<file path="src/rtl/pivot_sequencer.sv">
// Sequences pivot iterations: clears the pivot finder, streams the N x N matrix to it,
// waits (with timeout) for the pivot {i,j}, then hands it to the matrix updater.
module pivot_sequencer #(
  parameter int WIDTH    = 16,
  parameter int N_STOCKS = 4,
  parameter int MAX_ITER = 8,
  parameter int TIMEOUT  = 16,
  localparam int IW = $clog2(N_STOCKS),
  localparam int AW = $clog2(N_STOCKS * N_STOCKS),
  localparam int CW = $clog2(MAX_ITER + 1)
) (
  input  logic             clk,
  input  logic             rst,
  input  logic             start,
  input  logic [CW-1:0]    n_iter,
  output logic             busy,
  output logic             done,
  output logic             err,
  output logic [AW-1:0]    mem_addr,
  input  logic [WIDTH-1:0] mem_rdata,
  output logic             piv_rst,
  output logic             piv_valid,
  output logic [WIDTH-1:0] piv_data,
  input  logic             piv_ov,
  input  logic [2*IW-1:0]  piv_od,
  output logic             upd_req,
  output logic [IW-1:0]    upd_i,
  output logic [IW-1:0]    upd_j,
  input  logic             upd_ack,
  output logic [CW-1:0]    iter_cnt
);

  localparam int TW = $clog2(TIMEOUT + 1);
  localparam logic [AW-1:0] LAST_ADDR = AW'(N_STOCKS * N_STOCKS - 1);
  localparam logic [CW-1:0] MAX_CNT   = CW'(MAX_ITER);
  localparam logic [TW-1:0] TMO_CNT   = TW'(TIMEOUT);

  typedef enum logic [2:0] {
    IDLE, CLR, READ, WAIT, UPDATE, FINISH
  } state_t;

  state_t          state_q, state_d;
  logic [AW-1:0]   addr_q, addr_d;
  logic            valid_q, valid_d;
  logic [CW-1:0]   n_lat_q, n_lat_d;
  logic [CW-1:0]   iter_q, iter_d;
  logic            err_q, err_d;
  logic [TW-1:0]   tcnt_q, tcnt_d;
  logic [IW-1:0]   upd_i_q, upd_i_d;
  logic [IW-1:0]   upd_j_q, upd_j_d;
  logic [CW-1:0]   n_clamped;
  logic [CW-1:0]   iter_inc;

  assign n_clamped = (n_iter > MAX_CNT) ? MAX_CNT : n_iter;
  assign iter_inc  = iter_q + CW'(1);

  always_comb begin
    state_d = state_q;
    addr_d  = addr_q;
    n_lat_d = n_lat_q;
    iter_d  = iter_q;
    err_d   = err_q;
    tcnt_d  = tcnt_q;
    upd_i_d = upd_i_q;
    upd_j_d = upd_j_q;
    // Read data returns one cycle after its address, so the beat trails READ by a cycle.
    valid_d = (state_q == READ);

    case (state_q)
      IDLE: begin
        if (start) begin
          n_lat_d = n_clamped;
          iter_d  = '0;
          err_d   = 1'b0;
          state_d = (n_clamped == '0) ? FINISH : CLR;
        end
      end
      CLR: begin
        addr_d  = '0;
        state_d = READ;
      end
      READ: begin
        addr_d = addr_q + AW'(1);
        if (addr_q == LAST_ADDR) begin
          tcnt_d  = '0;
          state_d = WAIT;
        end
      end
      WAIT: begin
        // A result arriving on the limit cycle still wins over the timeout.
        if (piv_ov) begin
          upd_i_d = piv_od[2*IW-1:IW];
          upd_j_d = piv_od[IW-1:0];
          state_d = UPDATE;
        end else if (tcnt_q == TMO_CNT) begin
          err_d   = 1'b1;
          state_d = FINISH;
        end else begin
          tcnt_d = tcnt_q + TW'(1);
        end
      end
      UPDATE: begin
        if (upd_ack) begin
          iter_d  = iter_inc;
          state_d = (iter_inc == n_lat_q) ? FINISH : CLR;
        end
      end
      FINISH: begin
        state_d = IDLE;
      end
      default: begin
        state_d = IDLE;
      end
    endcase
  end

  always_ff @(posedge clk) begin
    if (rst) begin
      state_q <= IDLE;
      addr_q  <= '0;
      valid_q <= 1'b0;
      n_lat_q <= '0;
      iter_q  <= '0;
      err_q   <= 1'b0;
      tcnt_q  <= '0;
      upd_i_q <= '0;
      upd_j_q <= '0;
    end else begin
      state_q <= state_d;
      addr_q  <= addr_d;
      valid_q <= valid_d;
      n_lat_q <= n_lat_d;
      iter_q  <= iter_d;
      err_q   <= err_d;
      tcnt_q  <= tcnt_d;
      upd_i_q <= upd_i_d;
      upd_j_q <= upd_j_d;
    end
  end

  // Outputs are forced to their reset values while rst is held, whatever the state.
  always_comb begin
    busy      = !rst && (state_q != IDLE);
    done      = !rst && (state_q == FINISH);
    err       = !rst && err_q;
    piv_rst   = rst || (state_q == CLR);
    piv_valid = !rst && valid_q;
    piv_data  = piv_valid ? mem_rdata : '0;
    mem_addr  = (!rst && (state_q == READ)) ? addr_q : '0;
    upd_req   = !rst && (state_q == UPDATE);
    upd_i     = rst ? '0 : upd_i_q;
    upd_j     = rst ? '0 : upd_j_q;
    iter_cnt  = rst ? '0 : iter_q;
  end

endmodule

</file>
<file path="config.mk">
export PLATFORM = sky130hd
export DESIGN_NAME = pivot_sequencer
export DESIGN_NICKNAME = d
export VERILOG_FILES = /design/src/rtl/pivot_sequencer.sv
export SDC_FILE = /design/constraint.sdc
export NUM_CORES = 1
export LEC_CHECK = 0
export ABC_AREA = 1
export CAP_MARGIN = 40
export CORE_UTILIZATION = 35
export CTS_BUF_LIST = sky130_fd_sc_hd__clkbuf_16
export DETAILED_ROUTE_END_ITERATION = 10
export GPL_TIMING_DRIVEN = 0
export PLACE_DENSITY_LB_ADDON = 0.15
export SYNTH_ARGS = -nofsm -noshare
export SYNTH_HDL_FRONTEND = slang
export SYNTH_SLANG_ARGS = --single-unit
</file>
<file path="constraint.sdc">
create_clock -name clk -period 1.46 [get_ports clk]
set_input_delay 0.292 -clock clk [delete_from_list [all_inputs] [get_ports clk]]
set_output_delay 0.292 -clock clk [all_outputs]
set_load 0.005 [all_outputs]
</file>
**Yosys cells after proc, flatten, opt, wreduce, memory -nomap -nowiden**

Index checks and enable logic that the tools add are counted.

- Input port bits: 29
- Output and inout port bits: 34
- Register bits: 26

- Muxes and demuxes: 26
- Reductions and logical operators: 21
- $lt $le $gt $ge: 1
- Add/subtract/negate cells: 3
- Equal/unequal tests: 15

Operator list:

| cell | count |
|---|---|
| $mux W3 | 7 |
| $mux W4 | 5 |
| $mux W16 | 1 |
| $pmux W4 S2 | 2 |
| $mux W5 | 3 |
| $pmux W3 S5 | 1 |
| $reduce_and A4 Y1 | 3 |
| $ne A2 B2 Y1 const B | 5 |
| $pmux W5 S2 | 1 |
| $add A4 B1 Y4 const B | 2 |
| $reduce_bool A2 Y1 | 4 |
| $eq A3 B2 Y1 const B | 2 |
| $eq A3 B3 Y1 const B | 2 |
| $logic_and A1 B1 Y1 | 6 |
| $add A5 B1 Y5 const B | 1 |
| $eq A5 B5 Y1 const B | 1 |
| $eq A4 B4 Y1 | 1 |
| $eq A4 B4 Y1 const B | 1 |
| $gt A4 B4 Y1 const B | 1 |
| $logic_not A4 Y1 | 1 |
| $mux W2 | 2 |
| $reduce_and A2 Y1 | 2 |
| $eq A3 B1 Y1 const B | 1 |
| $logic_not A3 Y1 | 1 |
| 8 further kinds | 10 |

**Depth between registers and ports, before layout**

Gate-level depths: netlist of the first run.

- Word-level depth: 6
- Depth in mapped cells: 11

**Worst setup path before layout of the first run**

Ideal clock, no wire load.

- Path type: input -> output
- Start: in rst
- End: out piv_valid
- Stages: 5
- Path buffers: 2
- Path slack: 0.118 ns
- Arrival time: 1.050 ns
- Required time: 1.168 ns
- Cells stage by stage: buf_2 -> inv_1 -> nand2_1 -> clkbuf_1 -> inv_1

- Cells in the longest elaborated chain, start to end: 2

Ends and longest elaborated chain:

| element | RTL line | RTL |
|---|---|---|
| start, declared | 13 | `input logic rst,` |
| $logic_not A1 Y1 | 147 | `piv_valid = !rst && valid_q;` |
| $logic_and A1 B1 Y1 | 147 |  |
| end, declared | 22 | `output logic piv_valid,` |

No other way between the ends.

**Worst setup path after layout of the first run**

- Start: reg state_q[0]
- End: out busy

- Cells in the longest elaborated chain, start to end: 2

Ends and longest elaborated chain:

| element | RTL line | RTL |
|---|---|---|
| start, declared | 42 | `state_t state_q, state_d;` |
| start signal, assigned | 129 | `state_q <= state_d;` |
| $reduce_bool A3 Y1 | 143 | `busy = !rst && (state_q != IDLE);` |
| $logic_and A1 B1 Y1 | 143 |  |
| end, declared | 16 | `output logic busy,` |

No other way between the ends.

==> results_dict.tcl, run 1 <==
set metrics [dict create \
    post_dp_cell_area_mm2 0.00238 \
    critical_path_class "reg -> out" \
    routabilityCongestion 0.814 \
    routed-wl-met3_um 275 \
    detailed_place_hpwl_um 3200 \
    ys_seq_elements 26 \
    static-leakage-power_nw 1.27 \
    worst_hold_path_type "in -> reg" \
    final_critical_path_setup_slack_ps -15.8 \
    antenna_found_initial 0 \
    routedLengthMet1_um 1960 \
    seq_area_frac_synth_pct 30.5 \
    path_clk_slew_ps 70 \
    top_routing_layer_used "met4" \
    cell_rows 25 \
    instances_no_fill 390 \
    layout.cell_area.non_filler_mm2 0.00271 \
    routed_via_count 1858 \
    synth_enable_flop_cells 0 \
    maxClockFrequency_mhz 678 \
    worst_clock_skew_ps 4.69 \
    failed_checks "negative setup slack" \
    ys.warnings.count 0 \
    path_max_fanout 5 \
    required_ps 1170 \
    proportion_of_netlist_area_held_by_the_largest_area_contributor_pct 30.5 \
    vdd_ir_drop_max_mv 0.833 \
    setup_tns_ps -33.7 \
    slew_viol_final 0 \
    firstDrtPassIters 4 \
    numPortBuffers 61 \
    rsz_0062_raised_after_global_routing "yes" \
    floorplan.die.height_um 71.8 \
    synth_fp_nets 289 \
    multi_input_area_mm2 0.00104 \
    synth.area.top_cells "dfxtp_1, nor2_1, inv_1, nand2_1, nand3_1" \
    hold_violations 0 \
    drt-wirelength-per-cell_um 11.4 \
    route.detailed.drc 0 \
    cts_sinks 26 \
    insertion_delay_to_the_later_sink_of_the_worst_skew_pair_ps 260 \
    grt_max_degree 16 \
    postSynth.topFlopCell "dfxtp_1" \
    finalWirelength_um 4450 \
    final_min_period_over_clock_period_pct 101 \
    post_synth_num_cell_types 34 \
    whs_endpoint "state_q[2]$_SDFFE_PP0P_" \
    power-per-cell-area_mw_per_mm2 1230 \
    worstSetupEndpointType "output port" \
    cts_inserted_buffers 3 \
    holdPathStages 4 \
    synth.avg_cell_area_um2 6.66 \
    worst-r2r-setup-slack_ps 100 \
    n_fill_cell 463 \
    floorplan.die.width_um 71.8 \
    critPathLaunchType "flop" \
    crit-reg2reg-launch "state_q[1]$_SDFFE_PP0P_" \
    global_route.usage.total_pct 18.1 \
    layout.nets 370 \
    first_global_vias 1666 \
    post_synth_instance_area_mm2 0.00171 \
    arrival_ps 1180 \
    timing.final.setup_violations 3 \
    routed_via_density 4.76 \
    pre_cts_ws_ps -591 \
    detail-route-antenna-nets 0 \
    grt_first_pass_wirelength_um 7520 \
    synthesis.instances 256 \
    cts_tree "done" \
    dp.cells 371 \
    r2r_end "err_q$_SDFFE_PP0P_" \
    tightest_slew_ps 216 \
    max_slew_margin_pct 85.6 \
    yosys.area.top_type "dfxtp_1" \
    root_buffer "clkbuf_16" \
    io_pins 63 \
    number_of_buffers_on_the_longest_clock_path 2 \
    dr.first_iter.drc_count 68 \
    clock_period_minus_worst_slack_ps 1480 \
    antenna_cells 0 \
    globalRouteOverflowTotal 0 \
    holdBufCountCts 0 \
    synth_top_cells_by_count "nor2_1, inv_1, nand2_1, dfxtp_1, nand3_1" \
    floorplan.initialDensity_pct 36.3 \
    fp.dieArea_mm2 0.00516 \
    holdCritStartpoint "rst" \
    layout-drive-gt1-share_pct 28.6 \
    core_mm2 0.00469 \
    regArea_um2 544 \
    clock_tree.htree_level_count 1 \
    async_set_reset_flop_share_out_of_synthesis_pct 0 \
    worstRegToRegCells 7 \
    met2_length_um 2170 \
    cap_violations 0 \
    synth_most_common_cell "nor2_1" \
    worst_setup_path_startpoint "state_q[0]$_SDFFE_PP0P_" \
    outcome "finished, violations left" \
    syn2layout_area_growth_pct 58.7 \
]
worst max path at each step:
stage             endpoint  slack [ps]  cells past startpoint
2_1_floorplan    piv_valid         120                      5
5_1_grt        mem_addr[0]        -100                      6
4_1_cts        mem_addr[0]         -40                      6
3_5_place_dp          done        -590                      6
6_report              busy         -20                      5
3_3_place_gp          done        -580                      6
logic make-up after synthesis:
logic type | after synthesis | share of synthesized area [%]
AND/OR/NAND/NOR | 133 | 40.5
buffers and inverters | 55 | 12.3
AO/OA/AOI/OAI | 34 | 11.7
flip-flops | 26 | 30.5
XOR/XNOR | 4 | 2.05
adder cells (fa/ha/maj) | 4 | 2.93
layout by cell type (no fill, tap or decap), types with 6 or more instances in the layout:
| cell type | count |
|---|---|
| a21oi_1 | 10 |
| nor2_2 | 7 |
| clkdlybuf4s15_1 | 8 |
| nor2_4 | 7 |
| inv_2 | 6 |
| nand3_1 | 16 |
| nand2_2 | 9 |
| dlygate4sd2_1 | 15 |
| dfxtp_1 | 15 |
| buf_4 | 12 |
| nor2_1 | 42 |
| clkdlybuf4s50_1 | 27 |
| dfxtp_2 | 7 |
| inv_1 | 41 |
| buf_2 | 7 |
| nand2_1 | 34 |
| o21ai_0 | 9 |
worst max-delay path: stages (launching register included):
cell             delay, ps
dfxtp_4                380
inv_6                   80
nand2_4                 80
nor2_4                 130
nor2_1                  50
clkdlybuf4s15_1        200
per-layer routing:
metal	vias to the layer above	track usage, %
li1	960	-
met1	851	21.8
met2	43	32.2
met3	4	4.50
met4	0	4.79
met5	-	0
power breakdown:
part / internal, mW / total, mW / switching, mW
sequential: 0.835 / 0.938 / 0.103
combinational: 0.668 / 1.58 / 0.907
clock: 0.546 / 0.807 / 0.261
total: 2.05 / 3.32 / 1.27
final cells by class:
type	instances	area share [%]
buffer	5	2.31
clock buffer	3	2.77
clock inverter	1	1.11
inverter	50	7.30
multi-input combinational	175	38.6
sequential	26	20.1
tap	54	2.50
timing repair buffer	76	25.3
registers in the layout, indices dropped and copies added (netlist names):
register  count
tcnt_q        5
addr_q        4
iter_q        4
n_lat_q       4
state_q       3
upd_i_q       2
upd_j_q       2
err_q         1
valid_q       1
through the flow:
step	hold WS [ps]	power (mW)	util (%)
3_5_place_dp	448	2.24	50.8
2_1_floorplan	430	1.84	-
6_report	369	3.32	57.7
4_1_cts	362	3.28	56.1
3_3_place_gp	443	2.21	50.8
5_1_grt	383	3.54	57.7
repair_timing:
action                                  in CTS  in global routing
gates resized for setup                    103                 25
gates cloned                                 0                  1
endpoints found under the hold margin        0                  0
buffers inserted                            11                  3
pin swaps                                    4                  7
endpoints found under the setup margin      35                 30
No activity file was read; power rests on OpenSTA's default activity.
==> inputs of run 2 (changes only) <==
--- a/config.mk
+++ b/config.mk
@@ -7,11 +7,15 @@
 export LEC_CHECK = 0
 export ABC_AREA = 1
 export CAP_MARGIN = 40
-export CORE_UTILIZATION = 35
+export CELL_PAD_IN_SITES_DETAIL_PLACEMENT = 1
+export CELL_PAD_IN_SITES_GLOBAL_PLACEMENT = 1
+export CORE_UTILIZATION = 30
 export CTS_BUF_LIST = sky130_fd_sc_hd__clkbuf_16
 export DETAILED_ROUTE_END_ITERATION = 10
 export GPL_TIMING_DRIVEN = 0
 export PLACE_DENSITY_LB_ADDON = 0.15
+export SKIP_CTS_REPAIR_TIMING = 1
+export SLEW_MARGIN = 20
 export SYNTH_ARGS = -nofsm -noshare
 export SYNTH_HDL_FRONTEND = slang
 export SYNTH_SLANG_ARGS = --single-unit
==> run 2 against run 1 <==
Compared with the run above: the flow still finishes with violations (negative setup slack); non-clock buffer count up 2; cell count up 5.1%; maximum frequency down 4.1%; die area up 16%; first-iteration DRC count down 34%; sequential cell count unchanged; worst hold slack worse by 29 ps; setup slack worse by 64 ps; largest cell class unchanged.
==> results_dict.tcl, run 2 (same netlist as run 1, synthesis figures left out) <==
set metrics [dict create \
    finalWirelength_um 5360 \
    timing.final.setup_violations 5 \
    insertion_delay_to_the_later_sink_of_the_worst_skew_pair_ps 260 \
    instances_no_fill 410 \
    number_of_stages_on_the_worst_setup_path 6 \
    clock_period_minus_worst_slack_ps 1540 \
    syn2layout_area_growth_pct 66.8 \
    outcome "finished, violations left" \
    grt_first_pass_wirelength_um 8100 \
    max_stage_delay_ps 370 \
    antenna_found_initial 0 \
    firstDrtPassIters 4 \
    fin_worst_hold_slack_ps 340 \
    failed_checks "negative setup slack" \
    grt_util_met3_pct 3.06 \
    global_route.usage.total_pct 16.5 \
    layout-drive-gt1-share_pct 29.3 \
    final_min_period_over_clock_period_pct 105 \
    power.total_mw 3.49 \
    holdPathStages 2 \
    post_dp_cell_area_mm2 0.00241 \
    worstPathBufferInverterCount 3 \
    cap_violations 0 \
    setup_tns_ps -261 \
    max_slew_margin_pct 83.7 \
    worstRegToRegCells 10 \
    number_of_buffers_on_the_longest_clock_path 2 \
    routed_via_density 4.58 \
    dp.cells 389 \
    layout.cell_area.non_filler_mm2 0.00284 \
    critPathLaunchType "flop" \
    route.detailed.drc 0 \
    floorplan.die.height_um 77.4 \
    routabilityCongestion 0.743 \
    clock_tree.htree_level_count 1 \
    path_clk_slew_ps 70 \
    floorplan.die.width_um 77.4 \
    final_critical_path_setup_slack_ps -79.4 \
    floorplan.initialDensity_pct 31.0 \
    tightest_slew_ps 243 \
    holdCritStartpoint "rst" \
    layout_common_cells "inv_1, nor2_1, nand2_1, clkdlybuf4s50_1, dlymetal6s2s_1" \
    critical_path_class "reg -> out" \
    layout.cells.most_common "inv_1" \
    path_max_fanout 6 \
    detail-route-antenna-nets 0 \
    first_global_vias 1750 \
    cts_inserted_buffers 3 \
    worst_setup_path_startpoint "state_q[2]$_SDFFE_PP0P_" \
    groute.layer.met2.usage_pct 29.0 \
    cts_sinks 26 \
    slew_viol_final 0 \
    core_mm2 0.00551 \
    drt-wirelength-per-cell_um 13.1 \
    globalRouteOverflowTotal 0 \
    rsz_0062_raised_after_global_routing "yes" \
    largest_register_ffs 5 \
    numPortBuffers 61 \
    dr.first_iter.drc_count 45 \
    timing.critical_path.cells "inv_8 -> nand3_4 -> nor2_4 -> inv_2 -> nor2_1 -> buf_2" \
    global_route.usage.met1_pct 21.1 \
    detailed_place_hpwl_um 3760 \
    hold_violations 0 \
    static-leakage-power_nw 1.63 \
    cell_rows 27 \
    worst_hold_path_type "in -> reg" \
    root_buffer "clkbuf_16" \
    arrival_ps 1250 \
    crit-reg2reg-launch "state_q[2]$_SDFFE_PP0P_" \
    fp.dieArea_mm2 0.00599 \
    io_pins 63 \
    maxClockFrequency_mhz 650 \
    vdd_ir_drop_max_mv 0.648 \
    worst_clock_skew_ps 6.21 \
    grt_max_degree 16 \
    slowest_stage "dfxtp_4" \
    cts_tree "done" \
    grt_most_used_layer "met2" \
    power-per-cell-area_mw_per_mm2 1230 \
    worstSetupEndpointType "output port" \
    antenna_cells 0 \
    layout.nets 372 \
    worst_path_dominant_cell_family "flip-flops" \
    n_fill_cell 676 \
    routed_via_count 1876 \
    registers.top_by_ff_count "tcnt_q" \
    required_ps 1170 \
]
## run 2: worst paths after layout
kind                                           endpoint  slack (ps)
worst max-delay path                        mem_addr[0]         -80
worst min-delay path                 valid_q$_SDFF_PP0_         340
worst max register to register   tcnt_q[1]$_SDFFE_PP0P_          10
worst min register to register  upd_i_q[1]$_SDFFE_PP0P_         450
## run 2: routing by layer
| layer | up-vias | share of wire [%] |
|---|---|---|
| met5 | - | 0 |
| met4 | 0 | 0.78 |
| met3 | 7 | 4.0 |
| met2 | 38 | 50 |
| met1 | 870 | 45 |
| li1 | 961 | - |
## run 2: final cells by class
cell class              count  area, um2  share of cell area (%)
repair buffers             78        767                    27.0
inverters                  50        208                    7.30
clock inverters             1       30.0                    1.06
flip-flops and latches     26        546                    19.2
multi-input cells         175       1070                    37.7
well taps                  72       90.1                    3.17
plain buffers               5       56.3                    1.98
clock buffers               3       75.1                    2.64
## run 2: stage by stage
stage	util (%)	setup WS [ps]
detailed placement	43.7	-654
floorplan	-	118
global route	51.6	-141
finish	51.6	-79.4
CTS	45.6	-738
global placement	43.7	-623
## run 2: power breakdown
group / switching (mW) / internal [mW]
clock: 0.268 / 0.546
combinational: 0.983 / 0.755
sequential: 0.104 / 0.832
total: 1.36 / 2.13
